--- config.mk ---
export PLATFORM = sky130hd
export DESIGN_NAME = uart_rx_byte_receiver
export DESIGN_NICKNAME = d
export VERILOG_FILES = /design/src/rtl/uart_rx_byte_receiver.sv
export SDC_FILE = /design/constraint.sdc
export NUM_CORES = 1
export LEC_CHECK = 0
export ABC_AREA = 1
export CORE_MARGIN = 1
export CORE_UTILIZATION = 53
export DETAILED_ROUTE_END_ITERATION = 10
export PLACE_DENSITY = 0.77
export SLEW_MARGIN = 40
export SYNTH_ARGS = -nofsm -noshare
export SYNTH_HDL_FRONTEND = slang
export SYNTH_SLANG_ARGS = --single-unit
export TNS_END_PERCENT = 20
--- constraint.sdc ---
create_clock -name CLK -period 5 [get_ports CLK]
set_clock_uncertainty 0.1 [all_clocks]
set_input_delay 0.75 -clock CLK [delete_from_list [all_inputs] [get_ports CLK]]
set_output_delay 0.75 -clock CLK [all_outputs]
set_load 0.02 [all_outputs]
--- src/rtl/uart_rx_byte_receiver.sv ---
// UART receive deframer: 2-flop line synchronizer, mid-bit sampling, one-cycle ready/error pulses.
// Define UART_RX_PARITY_EN for 8E1 framing; otherwise 8N1.
module uart_rx_byte_receiver #(
    parameter int unsigned CLKS_PER_BIT = 868,
    parameter int unsigned COUNTER_SIZE = 16
) (
    input  logic       CLK,
    input  logic       RST,
    input  logic       rx,
    output logic [7:0] rx_data,
    output logic       is_rx_ready,
    output logic       is_rx_busy,
    output logic       is_rx_error
);

    localparam logic [2:0] StIdle     = 3'd0;
    localparam logic [2:0] StStart    = 3'd1;
    localparam logic [2:0] StData     = 3'd2;
`ifdef UART_RX_PARITY_EN
    localparam logic [2:0] StParity   = 3'd3;
`endif
    localparam logic [2:0] StStop     = 3'd4;
    localparam logic [2:0] StWaitHigh = 3'd5;

    localparam logic [COUNTER_SIZE-1:0] CntLast = COUNTER_SIZE'(CLKS_PER_BIT - 1);
    localparam logic [COUNTER_SIZE-1:0] CntHalf = COUNTER_SIZE'(CLKS_PER_BIT / 2 - 1);

    logic                    rx_meta_q, rx_s_q;
    logic [2:0]              state_q, state_d;
    logic [COUNTER_SIZE-1:0] cnt_q, cnt_d;
    logic [2:0]              idx_q, idx_d;
    logic [7:0]              sh_q, sh_d;
    logic [7:0]              rx_data_q, rx_data_d;
    logic                    ready_q, ready_d;
    logic                    error_q, error_d;
    logic                    stop_good;
    logic                    sample;

`ifdef UART_RX_PARITY_EN
    logic par_err_q, par_err_d;
    assign stop_good = rx_s_q && !par_err_q;
`else
    assign stop_good = rx_s_q;
`endif

    assign sample = (cnt_q == CntLast);

    always_comb begin
        state_d   = state_q;
        cnt_d     = cnt_q;
        idx_d     = idx_q;
        sh_d      = sh_q;
        rx_data_d = rx_data_q;
        ready_d   = 1'b0;
        error_d   = 1'b0;
`ifdef UART_RX_PARITY_EN
        par_err_d = par_err_q;
`endif
        case (state_q)
            StIdle: begin
                cnt_d = '0;
                if (!rx_s_q) state_d = StStart;
            end
            StStart: begin
                if (cnt_q == CntHalf) begin
                    cnt_d   = '0;
                    idx_d   = 3'd0;
                    state_d = rx_s_q ? StIdle : StData;
`ifdef UART_RX_PARITY_EN
                    par_err_d = 1'b0;
`endif
                end else begin
                    cnt_d = cnt_q + 1'b1;
                end
            end
            StData: begin
                if (sample) begin
                    cnt_d       = '0;
                    sh_d[idx_q] = rx_s_q;
                    idx_d       = idx_q + 3'd1;
                    if (idx_q == 3'd7) begin
`ifdef UART_RX_PARITY_EN
                        state_d = StParity;
`else
                        state_d = StStop;
`endif
                    end
                end else begin
                    cnt_d = cnt_q + 1'b1;
                end
            end
`ifdef UART_RX_PARITY_EN
            StParity: begin
                if (sample) begin
                    cnt_d     = '0;
                    // Even parity: received bit must equal XOR of the data bits.
                    par_err_d = rx_s_q ^ (^sh_q);
                    state_d   = StStop;
                end else begin
                    cnt_d = cnt_q + 1'b1;
                end
            end
`endif
            StStop: begin
                if (sample) begin
                    cnt_d = '0;
                    if (stop_good) begin
                        rx_data_d = sh_q;
                        ready_d   = 1'b1;
                        state_d   = StIdle;
                    end else begin
                        error_d = 1'b1;
                        // A low line here is a break; hold off until it releases.
                        state_d = rx_s_q ? StIdle : StWaitHigh;
                    end
                end else begin
                    cnt_d = cnt_q + 1'b1;
                end
            end
            StWaitHigh: begin
                cnt_d = '0;
                if (rx_s_q) state_d = StIdle;
            end
            default: begin
                cnt_d   = '0;
                state_d = StIdle;
            end
        endcase
    end

    always_ff @(posedge CLK) begin
        if (RST) begin
            rx_meta_q <= 1'b1;
            rx_s_q    <= 1'b1;
            state_q   <= StIdle;
            cnt_q     <= '0;
            idx_q     <= 3'd0;
            sh_q      <= 8'h00;
            rx_data_q <= 8'h00;
            ready_q   <= 1'b0;
            error_q   <= 1'b0;
        end else begin
            rx_meta_q <= rx;
            rx_s_q    <= rx_meta_q;
            state_q   <= state_d;
            cnt_q     <= cnt_d;
            idx_q     <= idx_d;
            sh_q      <= sh_d;
            rx_data_q <= rx_data_d;
            ready_q   <= ready_d;
            error_q   <= error_d;
        end
    end

`ifdef UART_RX_PARITY_EN
    always_ff @(posedge CLK) begin
        if (RST) begin
            par_err_q <= 1'b0;
        end else begin
            par_err_q <= par_err_d;
        end
    end
`endif

    assign rx_data     = rx_data_q;
    assign is_rx_ready = ready_q;
    assign is_rx_error = error_q;
    assign is_rx_busy  = (state_q != StIdle);

endmodule
==> impl_metrics.json <==
{
  "status": "finished, final reports clean",
  "maxCapViolations": 0,
  "netlist.area_leader.share": 0.374,
  "crit_required_ns": 5.14,
  "r2r-start": "cnt_q[0]$_SDFF_PP0_",
  "dpl.hpwl_um": 2870,
  "met3_usage": 0.0565,
  "use_met1": 0.257,
  "clockBufferDepth": 2,
  "ios": 14,
  "async_reset_ff_frac": 0,
  "cts-root-buf": "clkbuf_8",
  "h-tree-depth": 2,
  "r2r_end": "cnt_q[12]$_SDFF_PP0_",
  "dieArea_um2": 4500,
  "seq_area_frac_synth": 0.374,
  "setup_viol": 0,
  "cp_slowest_cell": "clkdlybuf4s50_1",
  "fin_nets": 327,
  "path_class": "primary input to register",
  "synth_cells": 304,
  "p_leak_uw": 0.00101,
  "diodes": 0,
  "ir_drop_uv": 344,
  "area_delta_synth_final_pct": 12.1,
  "slew_violations": 0,
  "wirelength_um": 3920,
  "clock_latency_ns": 0.30,
  "ff2ff_setup_slack_ns": 3.09,
  "slew_headroom": 0.625,
  "synth_most_common_cell": "nand2_1",
  "grt-busiest-layer": "met2",
  "fin_setup_tns_ns": 0,
  "place.gp.congestion": 0.832,
  "grt_first_pass_wirelength_um": 6870,
  "syn_area_per_cell_um2": 7.39,
  "tightest_slew_ns": 0.562,
  "cts_resized": 0,
  "drt-initial-drc-count": 80,
  "core_um2": 4030,
  "cts_sinks": 42,
  "numCtsBuffers": 5,
  "fin_crit_sh": 0.483,
  "grt_pass1_vias": 1606,
  "antenna_found_initial": 0,
  "tritoncts": "done",
  "grt_use_total": 0.204,
  "critPathLaunchType": "primary input",
  "drive_above_1_share": 0.159,
  "utilization": 0.625,
  "start_util": 0.557,
  "post-route-min-period_ns": 2.41,
  "route.detailed.drc": 0,
  "hold_path.startpoint": "rx_meta_q$_SDFF_PP1_",
  "vias": 1779,
  "whs_path_depth": 1,
  "num_rows": 23,
  "path_cells": "clkdlybuf4s50_1, inv_1, o211ai_4, buf_8, nor2_1",
  "path_clk_slew_ns": 0.08,
  "io_buffers": 13,
  "synth_cell_types": 30,
  "synth_warnings": 0,
  "drt_first_pass_iters": 4,
  "rsz0062_at_grt": "no",
  "post_cts_buffers": 0,
  "wl_per_cell_um": 10.6,
  "synth-main-ff-cell": "dfxtp_1",
  "synth_largest_area_cell": "dfxtp_1",
  "fill_cells": 371,
  "synth_edf_count": 0,
  "overflow": 0,
  "die_h_um": 67.1,
  "vias_per_cell": 4.80,
  "grtUsageMet2": 0.324,
  "synth-seq-cells": 42,
  "synthesis.nets": 311,
  "postRouteAntennaNets": 0,
  "power_density_nw_per_um2": 388,
  "cp_max_fo": 16,
  "fmax_mhz": 414,
  "synth_area_um2": 2250,
  "hold_class": "register to register",
  "ctsHoldBuffers": 0,
  "hold_viol_final": 0,
  "synthTopCellsByArea": "dfxtp_1 (37%), nand2_1 (11%), nor2_1 (9.4%)",
  "crit_arrival_ns": 2.55,
  "end_kind": "register",
  "hold-path-endpoint": "rx_s_q$_SDFF_PP1_",
  "die_w_um": 67.1,
  "grt_max_degree": 17,
  "synthTopCellsByCount": "nand2_1 (64), nor2_1 (56), dfxtp_1 (42)",
  "max_stage_delay_ns": 0.61,
  "ff2ff_path_depth": 9
}
## per-layer routing
metal | vias to the layer above | part of all wire
met5 | - | 0
met3 | 6 | 0.027
met1 | 779 | 0.52
met4 | 0 | 0.017
li1 | 975 | -
met2 | 19 | 0.44
## cell usage in the layout (no fill, tap or decap), drive strengths merged
cell,count
a21oi,9
buf,1
bufinv,1
clkbuf,6
clkdlybuf4s50,13
clkinv,3
clkinvlp,1
dfxtp,42
ha,4
inv,36
nand2,76
nand3,18
nand4,11
nor2,73
nor3,5
nor4,1
o211ai,1
o21ai,2
o21bai,3
or2,2
xnor2,4
xor2,9
## registers in the layout (all words and copies together), names as in the netlist
signal and count:
state_q 3, idx_q 3, sh_q 8, is_rx_ready 1, rx_s_q 1, rx_data 8, rx_meta_q 1, cnt_q 16
is_rx_error 1
## layout make-up
class	instances	area, um^2	area share
clock inverters	2	37.5	0.0149
well taps	50	62.6	0.0248
multi-input cells	218	1210	0.479
flip-flops and latches	42	841	0.334
inverters	39	154	0.0611
clock buffers	6	72.6	0.0288
repair buffers	14	145	0.0576
## per-stage QoR
stage | setup slack (ns) | area, um^2 | total power, uW | hold slack, ns | std cells
2_1_floorplan | 3.37 | 2250 | 660 | 0.289 | 304
3_3_place_gp | 2.35 | 2390 | 704 | 0.294 | 362
3_5_place_dp | 2.28 | 2410 | 719 | 0.299 | 363
4_1_cts | 2.60 | 2520 | 983 | 0.319 | 371
5_1_grt | 2.48 | 2520 | 1050 | 0.327 | 371
6_report | 2.59 | 2520 | 977 | 0.315 | 371
## cells by family (layout without fill, tap and decap cells)
family,count (synthesis),count (layout),synth area share
compound gates,15,15,0.0440
xor+xnor,13,13,0.0507
fa+ha+maj,4,4,0.0223
buf+inv,44,61,0.0886
flops,42,42,0.374
simple gates,186,186,0.420
## where the power goes
group / internal, uW / leakage (uW) / switching [uW]
combinational: 110 / 0.000616 / 216
clock: 149 / 0.0000514 / 117
sequential: 357 / 0.000340 / 28.2
total: 617 / 0.00101 / 361
## worst max-delay path, delay by kind of cell
family	cells	cell delay (ns)
AO/OA/AOI/OAI	1	0.30
buffers and inverters	3	1.38
AND/OR/NAND/NOR	1	0.11
## worst max-delay path by stage
stage / startpoint / endpoint / slack (ns) / depth (start not counted)
floorplan: cnt_q[0]$_SDFF_PP0_ / cnt_q[10]$_SDFF_PP0_ / 3.37 / 9
global placement: RST / cnt_q[12]$_SDFF_PP0_ / 2.35 / 4
detailed placement: RST / cnt_q[12]$_SDFF_PP0_ / 2.28 / 5
CTS: RST / cnt_q[12]$_SDFF_PP0_ / 2.60 / 5
global route: RST / cnt_q[12]$_SDFF_PP0_ / 2.48 / 5
finish: RST / cnt_q[12]$_SDFF_PP0_ / 2.59 / 5
Note: power is estimated with default switching activity, not from simulation.
